<file path="src/rtl/alu_system_control_unit.sv">
// Hardwired fetch/decode/execute sequencer for ALUSystem; each micro-step holds its controls for STEP_CYCLES clocks.
// Optional build macro CU_SINGLE_STEP_EN adds a Step input that gates each instruction at the start of FETCH_L.
module alu_system_control_unit #(
  parameter int STEP_CYCLES = 4
) (
  input  logic        Clock,
  input  logic        Reset_n,
`ifdef CU_SINGLE_STEP_EN
  input  logic        Step,
`endif
  input  logic [15:0] IR_In,
  input  logic [3:0]  Flags_In,
  output logic [2:0]  RF_O1Sel,
  output logic [2:0]  RF_O2Sel,
  output logic [1:0]  RF_FunSel,
  output logic [3:0]  RF_RSel,
  output logic [3:0]  RF_TSel,
  output logic [3:0]  ALU_FunSel,
  output logic [1:0]  ARF_OutASel,
  output logic [1:0]  ARF_OutBSel,
  output logic [1:0]  ARF_FunSel,
  output logic [3:0]  ARF_RSel,
  output logic        IR_LH,
  output logic        IR_Enable,
  output logic [1:0]  IR_Funsel,
  output logic        Mem_WR,
  output logic        Mem_CS,
  output logic [1:0]  MuxASel,
  output logic [1:0]  MuxBSel,
  output logic        MuxCSel,
  output logic        Halted,
  output logic [2:0]  State
);

  localparam int CW = (STEP_CYCLES > 1) ? $clog2(STEP_CYCLES) : 1;
  localparam logic [CW-1:0] LAST_CNT = CW'(STEP_CYCLES - 1);

  typedef enum logic [2:0] {
    S_INIT    = 3'd0,
    S_FETCH_L = 3'd1,
    S_FETCH_H = 3'd2,
    S_DECODE  = 3'd3,
    S_EXEC1   = 3'd4,
    S_EXEC2   = 3'd5,
    S_HALT    = 3'd6
  } state_t;

  state_t        state_q, state_d;
  logic [CW-1:0] step_cnt_q, step_cnt_d;
  logic [15:0]   ir_q, ir_d;
  logic          z_q, z_d;

  logic          last;
  logic          hold;
  logic [3:0]    op;
  logic [1:0]    rd;
  logic [1:0]    rs;
  logic [3:0]    rd_sel;
  logic [3:0]    alu_fun;
  logic          take_branch;
  logic          unused_flags;

  assign op           = ir_q[15:12];
  assign rd           = ir_q[11:10];
  assign rs           = ir_q[9:8];
  assign rd_sel       = 4'b1000 >> rd;
  assign last         = (step_cnt_q == LAST_CNT);
  assign take_branch  = (op == 4'hB) || (op == 4'hC && z_q) || (op == 4'hD && !z_q);
  assign unused_flags = ^Flags_In[3:1];

`ifdef CU_SINGLE_STEP_EN
  assign hold = (state_q == S_FETCH_L) && (step_cnt_q == '0) && !Step;
`else
  assign hold = 1'b0;
`endif

  assign Halted = (state_q == S_HALT);
  assign State  = state_q;

  always_comb begin
    case (op)
      4'h3:    alu_fun = 4'b0100;
      4'h4:    alu_fun = 4'b0101;
      4'h5:    alu_fun = 4'b0111;
      4'h6:    alu_fun = 4'b1000;
      4'h7:    alu_fun = 4'b1010;
      4'h8:    alu_fun = 4'b0010;
      default: alu_fun = 4'b0000;
    endcase
  end

  always_ff @(posedge Clock or negedge Reset_n) begin
    if (!Reset_n) begin
      state_q    <= S_INIT;
      step_cnt_q <= '0;
      ir_q       <= '0;
      z_q        <= 1'b0;
    end else begin
      state_q    <= state_d;
      step_cnt_q <= step_cnt_d;
      ir_q       <= ir_d;
      z_q        <= z_d;
    end
  end

  always_comb begin
    state_d     = state_q;
    step_cnt_d  = (last || hold) ? '0 : step_cnt_q + 1'b1;
    ir_d        = ir_q;
    z_d         = z_q;
    RF_O1Sel    = 3'b000;
    RF_O2Sel    = 3'b000;
    RF_FunSel   = 2'b00;
    RF_RSel     = 4'b0000;
    RF_TSel     = 4'b0000;
    ALU_FunSel  = 4'b0000;
    ARF_OutASel = 2'b00;
    ARF_OutBSel = 2'b00;
    ARF_FunSel  = 2'b00;
    ARF_RSel    = 4'b0000;
    IR_LH       = 1'b0;
    IR_Enable   = 1'b0;
    IR_Funsel   = 2'b00;
    Mem_WR      = 1'b0;
    Mem_CS      = 1'b1;
    MuxASel     = 2'b00;
    MuxBSel     = 2'b00;
    MuxCSel     = 1'b0;

    case (state_q)
      S_INIT: begin
        if (last) begin
          RF_RSel  = 4'b1111;
          RF_TSel  = 4'b1111;
          ARF_RSel = 4'b1110;
          state_d  = S_FETCH_L;
        end
      end
      S_FETCH_L, S_FETCH_H: begin
        // PC drives the memory address for the whole step; PC+1 and the IR byte land together.
        if (!hold) begin
          ARF_OutBSel = 2'b11;
          Mem_CS      = 1'b0;
          IR_Funsel   = 2'b01;
          IR_LH       = (state_q == S_FETCH_H);
          if (last) begin
            IR_Enable  = 1'b1;
            ARF_FunSel = 2'b10;
            ARF_RSel   = 4'b1000;
            state_d    = (state_q == S_FETCH_L) ? S_FETCH_H : S_DECODE;
          end
        end
      end
      S_DECODE: begin
        step_cnt_d = '0;
        ir_d       = IR_In;
        case (IR_In[15:12])
          4'hF:    state_d = S_HALT;
          4'hE:    state_d = S_FETCH_L;
          default: state_d = S_EXEC1;
        endcase
      end
      S_EXEC1: begin
        case (op)
          4'h0: begin
            MuxASel   = 2'b10;
            RF_FunSel = 2'b01;
            if (last) RF_RSel = rd_sel;
          end
          4'h1, 4'h2: begin
            MuxBSel    = 2'b10;
            ARF_FunSel = 2'b01;
            if (last) ARF_RSel = 4'b0100;
          end
          4'h3, 4'h4, 4'h5, 4'h6, 4'h7, 4'h8: begin
            RF_O1Sel   = (op == 4'h8) ? {1'b1, rs} : {1'b1, rd};
            RF_O2Sel   = {1'b1, rs};
            ALU_FunSel = alu_fun;
            if (last) begin
              RF_RSel = rd_sel;
              z_d     = Flags_In[0];
            end
            RF_FunSel = 2'b01;
          end
          4'h9, 4'hA: begin
            RF_FunSel = (op == 4'h9) ? 2'b11 : 2'b10;
            if (last) RF_RSel = rd_sel;
          end
          4'hB, 4'hC, 4'hD: begin
            if (take_branch) begin
              MuxBSel    = 2'b10;
              ARF_FunSel = 2'b01;
              if (last) ARF_RSel = 4'b1000;
            end
          end
          default: ;
        endcase
        if (last) state_d = (op == 4'h1 || op == 4'h2) ? S_EXEC2 : S_FETCH_L;
      end
      S_EXEC2: begin
        ARF_OutBSel = 2'b00;
        if (op == 4'h1) begin
          Mem_CS    = 1'b0;
          MuxASel   = 2'b01;
          RF_FunSel = 2'b01;
          if (last) RF_RSel = rd_sel;
        end else begin
          // Store: ALU passes Rs through to the memory data input; the write is a single-cycle strobe.
          RF_O1Sel   = {1'b1, rs};
          ALU_FunSel = 4'b0000;
          if (last) begin
            Mem_CS = 1'b0;
            Mem_WR = 1'b1;
          end
        end
        if (last) state_d = S_FETCH_L;
      end
      S_HALT: begin
        step_cnt_d = '0;
      end
      default: begin
        step_cnt_d = '0;
        state_d    = S_INIT;
      end
    endcase
  end

endmodule

</file>
<file path="config.mk">
export PLATFORM = sky130hd
export DESIGN_NAME = alu_system_control_unit
export DESIGN_NICKNAME = d
export VERILOG_FILES = /design/src/rtl/alu_system_control_unit.sv
export SDC_FILE = /design/constraint.sdc
export NUM_CORES = 1
export LEC_CHECK = 0
export ABC_CLOCK_PERIOD_IN_PS = 3700
export CAP_MARGIN = 20
export CORE_MARGIN = 2
export CORE_UTILIZATION = 55
export DETAILED_ROUTE_END_ITERATION = 6
export DONT_BUFFER_PORTS = 1
export GPL_TIMING_DRIVEN = 0
export PLACE_DENSITY = 0.7
export SLEW_MARGIN = 20
export SYNTH_ARGS = -nofsm -noshare
export SYNTH_HDL_FRONTEND = slang
export SYNTH_SLANG_ARGS = --single-unit
export TNS_END_PERCENT = 10
</file>
<file path="constraint.sdc">
create_clock -name Clock -period 3.7 [get_ports Clock]
set_input_delay 0.37 -clock Clock [delete_from_list [all_inputs] [get_ports Clock]]
set_output_delay 0.37 -clock Clock [all_outputs]
set_load 0.1 [all_outputs]
</file>
[Yosys cells after proc, flatten, opt, wreduce, memory -nomap -nowiden]
Index checks and enable logic that the tools add are counted.
Storage, ports and cells
  flip-flop bits (word level): 22
  word-level logic and storage cells: 104
Operators by class
  add/sub/neg operators: 1
  equality and inequality tests: 25
  shift operators: 1
  multiplexer cells: 53
  bitwise operators: 1
  reduce and logical (&&, ||, !) cells: 19
Operators with widths (number)
  2-to-1 mux 4 bit: 10
  equality test 4 bit, second input constant: 8
  2-to-1 mux 3 bit: 9
  one-hot mux 4 bit (3 select lines): 2
  one-hot mux 4 bit (6 select lines): 1
  one-hot mux 2 bit (2 select lines): 5
  equality test 4 x 3 -> 1 bit, second input constant: 4
  2-to-1 mux 2 bit: 8
  one-hot mux 3 bit (5 select lines): 1
  2-to-1 mux 1 bit: 12
  one-hot mux 3 bit (2 select lines): 2
  equality test 3 bit, second input constant: 3
  OR reduction 9 bit: 1
  equality test 4 x 2 -> 1 bit, second input constant: 2
  one-hot mux 4 bit (2 select lines): 1
  OR reduction 2 bit: 4
  OR reduction 7 bit: 1
  equality test 3 x 2 -> 1 bit, second input constant: 2
  OR reduction 6 bit: 1
  OR reduction 5 bit: 1
  equality test 4 x 1 -> 1 bit, second input constant: 1
  zero test 4 bit: 1
  inequality test 2 bit, second input constant: 2
  one-hot mux 1 bit (2 select lines): 2
  other kinds (13): 16

[Depth between registers and ports, before layout]
Gate-level depths: netlist of run 1.
  depth after elaboration: 7
  depth in mapped cells: 6
  gate-level depth less buffers: 4

[Worst setup path before layout of run 1]
Ideal clock, no wire load.
  path kind: register -> output
  from: register state_q[0] (netlist: State[0])
  to: output RF_RSel[0]
  data arrival time: 5.990 ns
  required time: 3.330 ns
  setup slack: -2.660 ns
  stages on the path, launching flop included: 5
  path buffers: 1
  path through: dfrtp_1 -> buf_6 -> nor4b_1 -> a41oi_1 -> o21ai_0
Between the ends
  word-level cells in the longest chain between the ends: 2
RTL lines
  from (decl): line 48  | state_t state_q, state_d;
  from (signal assigned): line 99  | state_q <= state_d;
  equality test 3 bit or zero test 3 bit (tied branches): line 130  | case (state_q)
  one-hot mux 4 bit (3 select lines) *: line 130
  to (decl): line 16  | output logic [3:0] RF_RSel,
Every way passes the cells marked *; elsewhere a longest branch is shown, timed or not.

[Worst setup path in the final report of run 1]
  from: register state_q[1] (netlist: State[1])
  to: output ARF_OutBSel[1]
Between the ends
  word-level cells in the longest chain between the ends: 3
RTL lines
  equality test 3 x 2 -> 1 bit or equality test 3 x 1 -> 1 bit (tied branches): line 130
  OR reduction 2 bit *: line 130
  2-to-1 mux 2 bit *: line 130
  to (decl): line 20  | output logic [1:0] ARF_OutBSel,
Marked as above.

==> results of run 1 <==
[flip-flops by register name, indices dropped and copies added (netlist names)]
signal      cells
step_cnt_q      2
ir_q            8
State           3
z_q             1
[cells by family (layout without fill, tap and decap cells)]
kind of cell / Yosys count / after routing / synth area share, %
simple gates: 62 / 62 / 29.1
compound gates: 39 / 39 / 19.3
buf+inv: 35 / 52 / 14.7
flops: 14 / 14 / 26.2
mux: 9 / 9 / 7.57
xor+xnor: 3 / 3 / 1.96
fa+ha+maj: 1 / 1 / 0.934
other cells: 1 / 6 / 0.280
[stage by stage]
| stage | std cells | worst slack, ns |
|---|---|---|
| 2_1_floorplan | 169 | -1.12 |
| 3_3_place_gp | 197 | -1.25 |
| 3_5_place_dp | 209 | 0.0696 |
| 4_1_cts | 214 | 0.0203 |
| 5_1_grt | 214 | 0.168 |
| 6_report | 214 | 0.325 |
[cell type report]
cell class                 instances  share of cell area (%)
sequential                        14                    19.9
clock buffer                       4                    2.04
tap                               28                    1.97
timing repair buffer              13                    10.1
inverter                           5                    1.06
multi-input combinational        120                    54.9
buffer                            30                    9.99
[routing by layer]
layer  global-route usage (%)  vias up
met2                     47.3       57
li1                         -      621
met5                        0        -
met4                     13.2        0
met3                     2.82        9
met1                     38.1      618
[what timing repair did]
item	4_1_cts	5_1_grt
endpoints found under the setup margin	4	8
gates resized for setup	3	4
hold endpoints to repair	14	0
hold buffers	1	0
[synthesized netlist by cell type, types with 2 or more instances]
master                     count
sky130_fd_sc_hd__nor2b_1       3
sky130_fd_sc_hd__o21ai_0      13
sky130_fd_sc_hd__nor4_1        3
sky130_fd_sc_hd__nand2b_1      3
sky130_fd_sc_hd__a21o_1        2
sky130_fd_sc_hd__nor3b_1       2
sky130_fd_sc_hd__nor2_1        9
sky130_fd_sc_hd__nand4b_1      2
sky130_fd_sc_hd__a41oi_1       4
sky130_fd_sc_hd__nand2_1       7
sky130_fd_sc_hd__buf_1         2
sky130_fd_sc_hd__or2_2         2
sky130_fd_sc_hd__o211ai_1      3
sky130_fd_sc_hd__buf_2         3
sky130_fd_sc_hd__and3b_1       2
sky130_fd_sc_hd__and3_1        2
sky130_fd_sc_hd__buf_6         2
sky130_fd_sc_hd__nor3_1        7
sky130_fd_sc_hd__nor4b_1       5
sky130_fd_sc_hd__mux2_2        8
sky130_fd_sc_hd__dfrtp_1      14
sky130_fd_sc_hd__inv_1         5
sky130_fd_sc_hd__xnor2_1       3
sky130_fd_sc_hd__nand3_1       5
sky130_fd_sc_hd__buf_4        12
sky130_fd_sc_hd__clkbuf_1     10
sky130_fd_sc_hd__a21oi_1       8
[worst min path at each step]
stage                      startpoint                   end  depth (start not counted)
after floorplan               Reset_n  State[0]$_DFFE_PN0P_                          0
after global placement        Reset_n  ir_q[10]$_DFFE_PN0P_                          0
after detailed placement      Reset_n   ir_q[9]$_DFFE_PN0P_                          0
after CTS                 Flags_In[0]       z_q$_DFFE_PN0P_                          1
after global routing      Flags_In[0]       z_q$_DFFE_PN0P_                          1
final                       IR_In[15]  ir_q[15]$_DFFE_PN0P_                          1
==> results.txt, run 1 <==
The core region is 0.00225 mm². The min-delay analysis places its worst path in the category in2reg. For the routed length on met2, the log shows 1910 µm. The slew at the pin closest to its max-slew limit works out to 1.18 ns. For this configuration, the core starts out at a cell density of 59.4%. The area growth from synthesis to layout is 32.8%. The detailed-route DRC error count came out at 0.

Summed over its instances, the top area cell type makes up 26.2% of the synthesized netlist area. After synthesis, flip-flops and latches occupy 26.2% of the total area. For this run, the slowest stage of the critical path takes 0.69 ns. Synthesis handed over a netlist of 164 instances. The via count of the first global-routing pass was 1208; the register clock-pin slew on the reported worst setup and hold paths was 0.09 ns.

The tightest hold path in the finished design has a slack of 0.226 ns. Counting both buffers and inverters, the worst setup path holds a total of 4. The tools report the max-slew violation count as 0. The cell occurring most often along the worst timing path is sky130_fd_sc_hd__buf_1.

The most used flip-flop cell after synthesis is sky130_fd_sc_hd__dfrtp_1. The H-tree depth is 1. In the final routing, the length of wire on met1 measures 1470 µm. Counting the fill cells in the layout gives 151. Of the available clock period, the critical path in the final layout requires 91.2%. In this run the top signal layer used is met4. Setup repair after global routing left no endpoint under its margin. The total of endpoints with negative setup slack in the final report was 0; the area of the multi-input gates was 976 µm². Entering global routing, the biggest net connects 15 pins.

Routability congestion estimate: 0.902. The final hold violation count came out at 0. After synthesis the netlist holds a flip-flop and latch count of 14. The critical path crosses 6 cells after its start point. After synthesis, the netlist uses 50 different library cells. The run gives 1305 as the total number of vias. The routed length on met3 was 226 µm. The die is 53.3 µm tall. The count of nets left with antenna violations once routing finished came out at 0. The cell class contributing the biggest share of worst-path delay was buffers and inverters.

The worst path needs 3.37 ns of the cycle, external delays included. The logs give 5860 µm for the first-pass GRT wire length and 3.00 ns for the worst path arrival time. The number of cells traversed by the worst register-to-register path was 5.

Summed over all layers, the routed wires come to 3690 µm. The total of max-cap violations is 0, and the horizontal extent of the die is 53.3 µm. The tools report the peak clock frequency supported by timing as 296 MHz. The library cells used most frequently in the layout, excluding fill and tap cells, are sky130_fd_sc_hd__buf_4 (12), sky130_fd_sc_hd__dfrtp_1 (11), sky130_fd_sc_hd__clkbuf_1 (10), sky130_fd_sc_hd__buf_8 (9), sky130_fd_sc_hd__mux2_2 (8). Post-CTS timing repair inserted 0 buffers for setup. Across every metal layer, demand over resource in global routing totals 29.0%. The most critical setup path has its endpoint at ARF_OutBSel[1]. For the area used by sequential logic in the layout, the log shows 354 µm². The startpoint identified for the worst register-to-register timing path is State[2]$_DFFE_PN0P_.

Input and output buffers added on the ports amount to 0. After routing the design area is 0.00178 mm². Summed over all nets, the half-perimeter wirelength after detailed placement is 2860 µm.

67 I/O pins were placed. In this run the worst path has a maximum fanout of 10. The post-placement cell area came out at 0.00170 mm². After detailed routing, the average wire length per cell comes to 17.2 µm. Sorting the synthesized cells by area gives the leading types as sky130_fd_sc_hd__dfrtp_1 (26%), sky130_fd_sc_hd__buf_4 (6.7%), sky130_fd_sc_hd__mux2_2 (6.7%). The logs give 3.33 ns for the required time reported for the critical path endpoint and 0 ns for the sum of negative setup slack.

The logs give 4 for the number of optimization iterations in the first detailed-route pass and 0 for the number of antenna violations at the first check in global routing. The tools report the type of element launching the critical path as a flip-flop. The final layout net count came out at 210. The maximum buffer depth of the clock tree is 2.

The slack of the worst reg-to-reg path is 1.45 ns, and the number of warning messages in the yosys log is 0. Cells fill 78.9% of the core in the end. TritonCTS built the clock tree. 0 antenna diodes ended up in the layout. The clock root buffer was sky130_fd_sc_hd__clkbuf_4. The number of enable flip-flop cells after synthesis is 0, and the floorplan row count is 17.

The worst pin sits at a relative slew slack of 21.3%. Of the cells placed in the final design, the portion with a size suffix greater than 1 is 41.9%. The ratio of routed vias to standard cells came out at 6.10. The run finished with clean final reports. For this run, asynchronously set or reset flops after synthesis account for 100%.

For the TritonCTS sink count, the log shows 14. The total overflow left after global routing is 0. Tracing the worst setup path back leads to its startpoint at State[1]$_DFFE_PN0P_. After synthesis the cells add up to 0.00134 mm². The run gives 0.00630 ns as the setup skew after layout. The clock reaches the later pin of the worst-skew pair after 0.29 ns. The cell at the slowest stage of the critical path was sky130_fd_sc_hd__dfrtp_2. Traced cell by cell, the critical path runs through buf_2 -> buf_1 -> xnor2_1 -> nor2_4 -> buf_1 -> buf_4. The die footprint was 0.00284 mm². The library cell used most frequently in the layout, excluding fill and tap cells, is sky130_fd_sc_hd__buf_4.

By startpoint and endpoint, the worst setup path is classified as reg2out. Counting the buffers created by CTS gives 3. Averaged over all synthesized cells, the footprint is 8.16 µm². Summed over all instances, the cell type with the most area after synthesis is sky130_fd_sc_hd__dfrtp_1. The tools report the reg-to-reg critical path endpoint as State[0]$_DFFE_PN0P_. The number of design-rule violations left by the first detailed-router iteration was 19. The endpoint class of the critical path was a primary output.
Power of run 1 is not shown: default switching activity piles up to over one toggle a cycle in this logic, so the estimate is an artifact.
==> inputs of run 2 (changes only) <==
--- a/config.mk
+++ b/config.mk
@@ -5,7 +5,7 @@
 export SDC_FILE = /design/constraint.sdc
 export NUM_CORES = 1
 export LEC_CHECK = 0
-export ABC_CLOCK_PERIOD_IN_PS = 3700
+export ABC_CLOCK_PERIOD_IN_PS = 3800
 export CAP_MARGIN = 20
 export CORE_MARGIN = 2
 export CORE_UTILIZATION = 55
==> constraint.sdc (replaced) <==
create_clock -name Clock -period 3.8 [get_ports Clock]
set_input_delay 0.38 -clock Clock [delete_from_list [all_inputs] [get_ports Clock]]
set_output_delay 0.38 -clock Clock [all_outputs]
set_load 0.1 [all_outputs]
==> run 2 against run 1 <==
Global-route usage fell by 0.20 points. Clock skew barely moved. Sequential share of layout area fell by 0.22 points. Critical path type unchanged. Highest routed layer unchanged.
==> results.txt, run 2 (synthesis results as in run 1) <==
The flow ran to the end, and the final reports show no timing, DRC or antenna violations. The average wire per standard cell is 18.1 µm (+5.1%). The largest net degree at the start of global routing is 15 (unchanged). The tools report the number of buffers added by the clock tree synthesis step as 3 (unchanged). TritonCTS built the clock tree. Proportion of layout cells with a drive suffix above 1: 40.9% (-1.1 points). For the setup fix buffers added after clock tree synthesis, the log shows 0 (unchanged). The tools report the routability congestion estimate as 0.904 (+0.20%). The setup path with the least slack is of type reg2out. The tools report the total number of vias as 1349 (+3.4%).

The number of nets still failing antenna checks after routing is 0 (unchanged), and the final routed wirelength across all metal layers is 3880 µm (+5.1%). Detailed-route DRC error count: 0 (unchanged). The logs give 0 (unchanged) for the total of endpoints with negative setup slack in the final report and 3.42 ns (+0.09 ns) for the required time reported for the critical path endpoint. The max-slew violation count came out at 0 (unchanged). The worst path arrival time is 3.30 ns (+0.30 ns). The worst setup path is launched from a flip-flop.

The total of fill cells in the finished design is 159 (+5.3%). The ratio of routed vias to standard cells is 6.30 (+3.4%), and the maximum fanout along the worst path is 10 (unchanged). The total grt overflow is 0 (unchanged), and the die height is 53.3 µm (unchanged). The die footprint was 0.00284 mm² (unchanged).

The tools report the initial core utilization as 59.4% (unchanged). The run gives 4 (unchanged) as the number of optimization iterations in the first detailed-route pass. The top cell types in the final layout, fill and taps aside, are sky130_fd_sc_hd__dfrtp_1 (13), sky130_fd_sc_hd__buf_4 (12), sky130_fd_sc_hd__clkbuf_1 (10), sky130_fd_sc_hd__buf_8 (9), sky130_fd_sc_hd__mux2_2 (8). The number of flip-flops in the largest register is 8 (unchanged), and the H-tree depth is 1 (unchanged). For the first-pass GRT wire length, the log shows 5860 µm (unchanged).

The library cell used most frequently in the layout, excluding fill and tap cells, is sky130_fd_sc_hd__dfrtp_1. Register clock-pin slew on the reported worst setup and hold paths: 0.09 ns (about the same). Final hold violation count: 0 (unchanged). The number of buffer cells added on primary ports was 0 (unchanged); the floorplan row count was 17 (unchanged). The overall routing resource usage is 28.8% (-0.20 points), and the time the worst path needs with I/O delays and setup is 3.68 ns. The slew at the pin closest to its max-slew limit was 1.09 ns (-0.0914 ns). Dividing the final minimum period by the clock period gives 96.7%.

Post-placement cell area: 0.00170 mm² (unchanged). Endpoint class of the critical path: a primary output. The tools report the global-route met1 utilization as 36.5% (-1.6 points). The met3 usage in global routing is 4.52% (+1.7 points), and the total core area is 0.00225 mm² (unchanged). The sum of net half-perimeters after detailed placement was 2900 µm (+1.3%); the maximum buffer depth of the clock tree was 2 (unchanged). The clock root buffer was sky130_fd_sc_hd__clkbuf_4.

Antenna diode count: 0 (unchanged). The run gives 0.00179 mm² (+0.42%) as the cell area after layout. The total of max-cap violations was 0 (unchanged).

Based on the critical path, the design can be clocked at up to 272 MHz. The area growth from synthesis to layout is 33.4%. The number of primary I/O pins was 67 (unchanged); the final layout net count was 210 (unchanged). Most congested layer reported by global routing: met2.

The relative slew slack was 27.3% (+6.0 points). The path class of the tightest hold or removal check is in2reg. The clock insertion delay at the later pin of the skew report was 0.28 ns (about the same); the horizontal extent of the die was 53.3 µm (unchanged).

Setup repair after global routing could not meet its margin everywhere. The met2 track demand over resource is 47.9% (+0.62 points), and the TritonCTS sink count is 14 (unchanged). The number of design-rule violations left by the first detailed-router iteration was 19 (unchanged); the setup skew after layout was 0.00598 ns (-0.000323 ns).

The via count of the first global-routing pass is 1248 (+3.3%). The number of antenna violations at the first check in global routing is 0 (unchanged). More flip-flops sit in one register than any other, and that register is ir_q.
## run 2: cell counts in the layout (fill, tap and decap cells not counted)
Identical to the previous run, type by type.
## run 2: routing by layer
| layer | vias up | wire [µm] |
|---|---|---|
| met4 | 0 | 89 |
| li1 | 617 | - |
| met1 | 665 | 1600 |
| met3 | 11 | 271 |
| met2 | 56 | 1920 |
| met5 | - | 0 |
## run 2: area by class of cell
type / instances / area, µm² / area share (%)
Timing Repair Buffer: 13 / 180 / 10.1
Multi-Input combinational cell: 120 / 986 / 55.2
Inverter: 5 / 18.8 / 1.05
Buffer: 30 / 178 / 9.95
Tap cell: 28 / 35.0 / 1.96
Sequential cell: 14 / 352 / 19.7
Clock buffer: 4 / 36.3 / 2.03
## run 2: critical path, stage by stage, from the launching register on
cell                       delay (ns)
sky130_fd_sc_hd__dfrtp_1         0.97
sky130_fd_sc_hd__clkbuf_1        0.41
sky130_fd_sc_hd__clkbuf_1        0.61
sky130_fd_sc_hd__nand2_1         0.18
sky130_fd_sc_hd__nor2_2          0.84
## run 2: worst paths after layout
| kind | to | from | slack, ns | depth (start not counted) |
|---|---|---|---|---|
| max in group asynchronous | State[1]$_DFFE_PN0P_ | Reset_n | 2.82 | 1 |
| min in group asynchronous | ir_q[15]$_DFFE_PN0P_ | Reset_n | 0.54 | 1 |
| max | Halted | State[2]$_DFFE_PN0P_ | 0.12 | 4 |
| max reg2reg | State[0]$_DFFE_PN0P_ | State[2]$_DFFE_PN0P_ | 1.30 | 5 |
| min | z_q$_DFFE_PN0P_ | Flags_In[0] | 0.24 | 1 |
| min reg2reg | step_cnt_q[0]$_DFF_PN0_ | step_cnt_q[0]$_DFF_PN0_ | 0.45 | 1 |
## run 2: what timing repair did
action	in CTS	in global routing
resized for setup	2	2
endpoints found under the setup margin	3	4
hold buffers	1	0
hold endpoints to repair	14	0
## run 2: per-stage QoR
stage          utilization (%)  hold slack [ns]  setup TNS, ns  setup slack (ns)  std cells
2_1_floorplan                -           0.0844          -9.40             -1.03        169
3_3_place_gp              62.5           0.0847         -13.20             -1.16        197
3_5_place_dp              75.5           0.0847              0            0.0640        209
4_1_cts                   78.1            0.222              0            0.0451        214
5_1_grt                   79.2            0.215        -0.0345           -0.0345        214
6_report                  79.2            0.236              0             0.124        214
Power of run 2 is left out for the same reason.
==> inputs of run 3 (changes only) <==
--- a/config.mk
+++ b/config.mk
@@ -5,13 +5,12 @@
 export SDC_FILE = /design/constraint.sdc
 export NUM_CORES = 1
 export LEC_CHECK = 0
-export ABC_CLOCK_PERIOD_IN_PS = 3800
+export ABC_CLOCK_PERIOD_IN_PS = 4400
 export CAP_MARGIN = 20
 export CORE_MARGIN = 2
 export CORE_UTILIZATION = 55
 export DETAILED_ROUTE_END_ITERATION = 6
 export DONT_BUFFER_PORTS = 1
-export GPL_TIMING_DRIVEN = 0
 export PLACE_DENSITY = 0.7
 export SLEW_MARGIN = 20
 export SYNTH_ARGS = -nofsm -noshare
==> constraint.sdc (replaced) <==
create_clock -name Clock -period 4.4 [get_ports Clock]
set_input_delay 0.44 -clock Clock [delete_from_list [all_inputs] [get_ports Clock]]
set_output_delay 0.44 -clock Clock [all_outputs]
set_load 0.1 [all_outputs]
==> run 3 against run 2 <==
Final area is 0.63% higher. Setup slack gained 1.1 ns. Hold slack better by 0.057 ns. Critical endpoint is now ARF_RSel[2]. Largest cell class unchanged.
==> results.txt, run 3 (synthesis results as in run 1) <==
The library cells used most frequently in the layout, excluding fill and tap cells, are sky130_fd_sc_hd__dfrtp_1 (12), sky130_fd_sc_hd__buf_4 (12), sky130_fd_sc_hd__mux2_2 (8), sky130_fd_sc_hd__o21ai_0 (7), sky130_fd_sc_hd__nand2_1 (7). The tools report the type of element launching the critical path as a flip-flop. The logs give 1 (unchanged) for the H-tree depth and 0.00284 mm² (unchanged) for the die footprint. The cell area after layout was 0.00180 mm² (+0.63%). The run gives 3270 µm (-16%) as the final routed wirelength across all metal layers.

The average wire per standard cell was 16.7 µm (-7.8%); the sum of net half-perimeters after detailed placement was 2470 µm (-15%). The number of buffers added by the clock tree synthesis step was 3 (unchanged). The register clock-pin slew on the reported worst setup and hold paths works out to 0.08 ns (about the same). Detailed-route DRC error count: 0 (unchanged). Worst min-delay path class: in2reg.

The logs give 59.4% (unchanged) for the initial core utilization and 2.74 ns (-0.56 ns) for the worst path arrival time. For the total of fill cells in the finished design, the log shows 139 (-13%). The tools report the origin of the worst setup path as State[2]$_DFFE_PN0P_. The maximum buffer depth of the clock tree is 2 (unchanged), and the TritonCTS sink count is 14 (unchanged). Number of design-rule violations left by the first detailed-router iteration: 46 (+27). The sum of negative setup slack was 0 ns (unchanged). Clock root buffer: sky130_fd_sc_hd__clkbuf_4. The flow ran to the end, and the final reports show no timing, DRC or antenna violations. The max-slew violation count was 0 (unchanged). The relative slew slack was 27.1% (-0.27 points).

The tools report the total of endpoints with negative setup slack in the final report as 0 (unchanged). The worst setup path category was reg2out. The clock period could shrink to 3.18 ns. The total of max-cap violations is 0 (unchanged).

TritonCTS built the clock tree. The horizontal extent of the die was 53.3 µm (unchanged); the area used by sequential logic in the layout was 353 µm² (+0.36%). The clock insertion delay at the later pin of the skew report is 0.28 ns (about the same), and the area of the multi-input gates is 946 µm² (-4.1%). The run gives 1234 (-8.5%) as the total number of vias.

The final hold violation count was 0 (unchanged); the number of nets still failing antenna checks after routing was 0 (unchanged). In this run the critical register-to-register path is launched from State[2]$_DFFE_PN0P_. The number of flip-flops in the largest register was 8 (unchanged). The first-pass GRT wire length came out at 5140 µm (-12%). Critical hold path startpoint: Flags_In[0].

The run gives 17 (unchanged) as the floorplan row count. Setup skew after layout: 0.000944 ns (-0.00504 ns). The proportion of layout cells with a drive suffix above 1 was 42.9% (+2.0 points); the post-cts sizing count was 0 (-2). The run gives 1101 (-12%) as the via count of the first global-routing pass. The logs give 4 (unchanged) for the number of optimization iterations in the first detailed-route pass and 1.54 ns (+1.47 ns) for the pre-CTS setup slack. Antenna diode count: 0 (unchanged). The largest net degree at the start of global routing came out at 30 (+15). The part of the cycle the worst path needs was 72.4%.

The logs give 25.0% (-3.8 points) for the overall routing resource usage and 67 (unchanged) for the number of primary I/O pins. Maximum fanout along the worst path: 22 (+12). The worst setup path is captured at a primary output.

The ratio of routed vias to standard cells is 6.30 (-0.12%), and the die height is 53.3 µm (unchanged). Derived from the worst setup path, the maximum achievable clock frequency is 314 MHz. Setup repair after global routing left no endpoint under its margin.

For the setup slack after layout, the log shows 1.22 ns (+1.09 ns). The slew at the pin closest to its max-slew limit is 1.09 ns (+0.00400 ns), and the total core area is 0.00225 mm² (unchanged). The total grt overflow came out at 0 (unchanged). Area added between synthesis and finish: 34.2%. Register ranked first by flip-flop count: ir_q.

The post-placement cell area was 0.00175 mm² (+2.9%); the number of antenna violations at the first check in global routing was 0 (unchanged). The number of buffer cells added on primary ports was 0 (unchanged). The final layout net count is 192 (-8.6%), and the required time reported for the critical path endpoint is 3.96 ns (+0.54 ns). For the routability congestion estimate, the log shows 0.921 (+1.9%).
run 3: what timing repair did:
item | 4_1_cts | 5_1_grt
buffers inserted | 0 | 0
endpoints found under the hold margin | 14 | 0
setup endpoints to repair | 0 | 0
hold buffers | 1 | 0
run 3: layer usage:
| metal | wire length (µm) | part of all wire (%) | up-vias | global-route usage [%] |
|---|---|---|---|---|
| met5 | 0 | 0 | - | 0 |
| met4 | 36 | 1.1 | 0 | 7.69 |
| met3 | 234 | 7.1 | 4 | 4.52 |
| met2 | 1700 | 52 | 54 | 45.7 |
| met1 | 1300 | 40 | 592 | 28.9 |
| li1 | - | - | 584 | - |
run 3: cell type report:
type | count | share of cell area, %
Clock buffer | 4 | 2.02
Inverter | 5 | 1.04
Multi-Input combinational cell | 120 | 52.6
Sequential cell | 14 | 19.6
Tap cell | 28 | 1.95
Timing Repair Buffer | 25 | 22.7
run 3: stage by stage:
step	hold slack, ns	cells	util (%)
finish	0.293	196	79.7
global route	0.287	196	79.7
CTS	0.295	196	79.7
detailed placement	0.145	191	77.6
global placement	0.145	191	77.3
floorplan	0.144	169	-
run 3: final timing paths:
| check | depth (start not counted) | end | slack [ns] |
|---|---|---|---|
| max in group asynchronous | 1 | State[0]$_DFFE_PN0P_ | 3.33 |
| max | 3 | ARF_RSel[2] | 1.22 |
| max reg2reg | 3 | z_q$_DFFE_PN0P_ | 2.05 |
| min reg2reg | 1 | step_cnt_q[0]$_DFF_PN0_ | 0.45 |
| min in group asynchronous | 1 | ir_q[11]$_DFFE_PN0P_ | 0.62 |
| min | 1 | z_q$_DFFE_PN0P_ | 0.29 |
run 3: worst max-delay path, stage by stage, from the launching register on:
cell,delay (ns)
sky130_fd_sc_hd__dfrtp_2,0.97
sky130_fd_sc_hd__or4b_4,0.60
sky130_fd_sc_hd__or4_4,0.47
sky130_fd_sc_hd__nand2b_2,0.43
Power of run 3 is left out for the same reason.
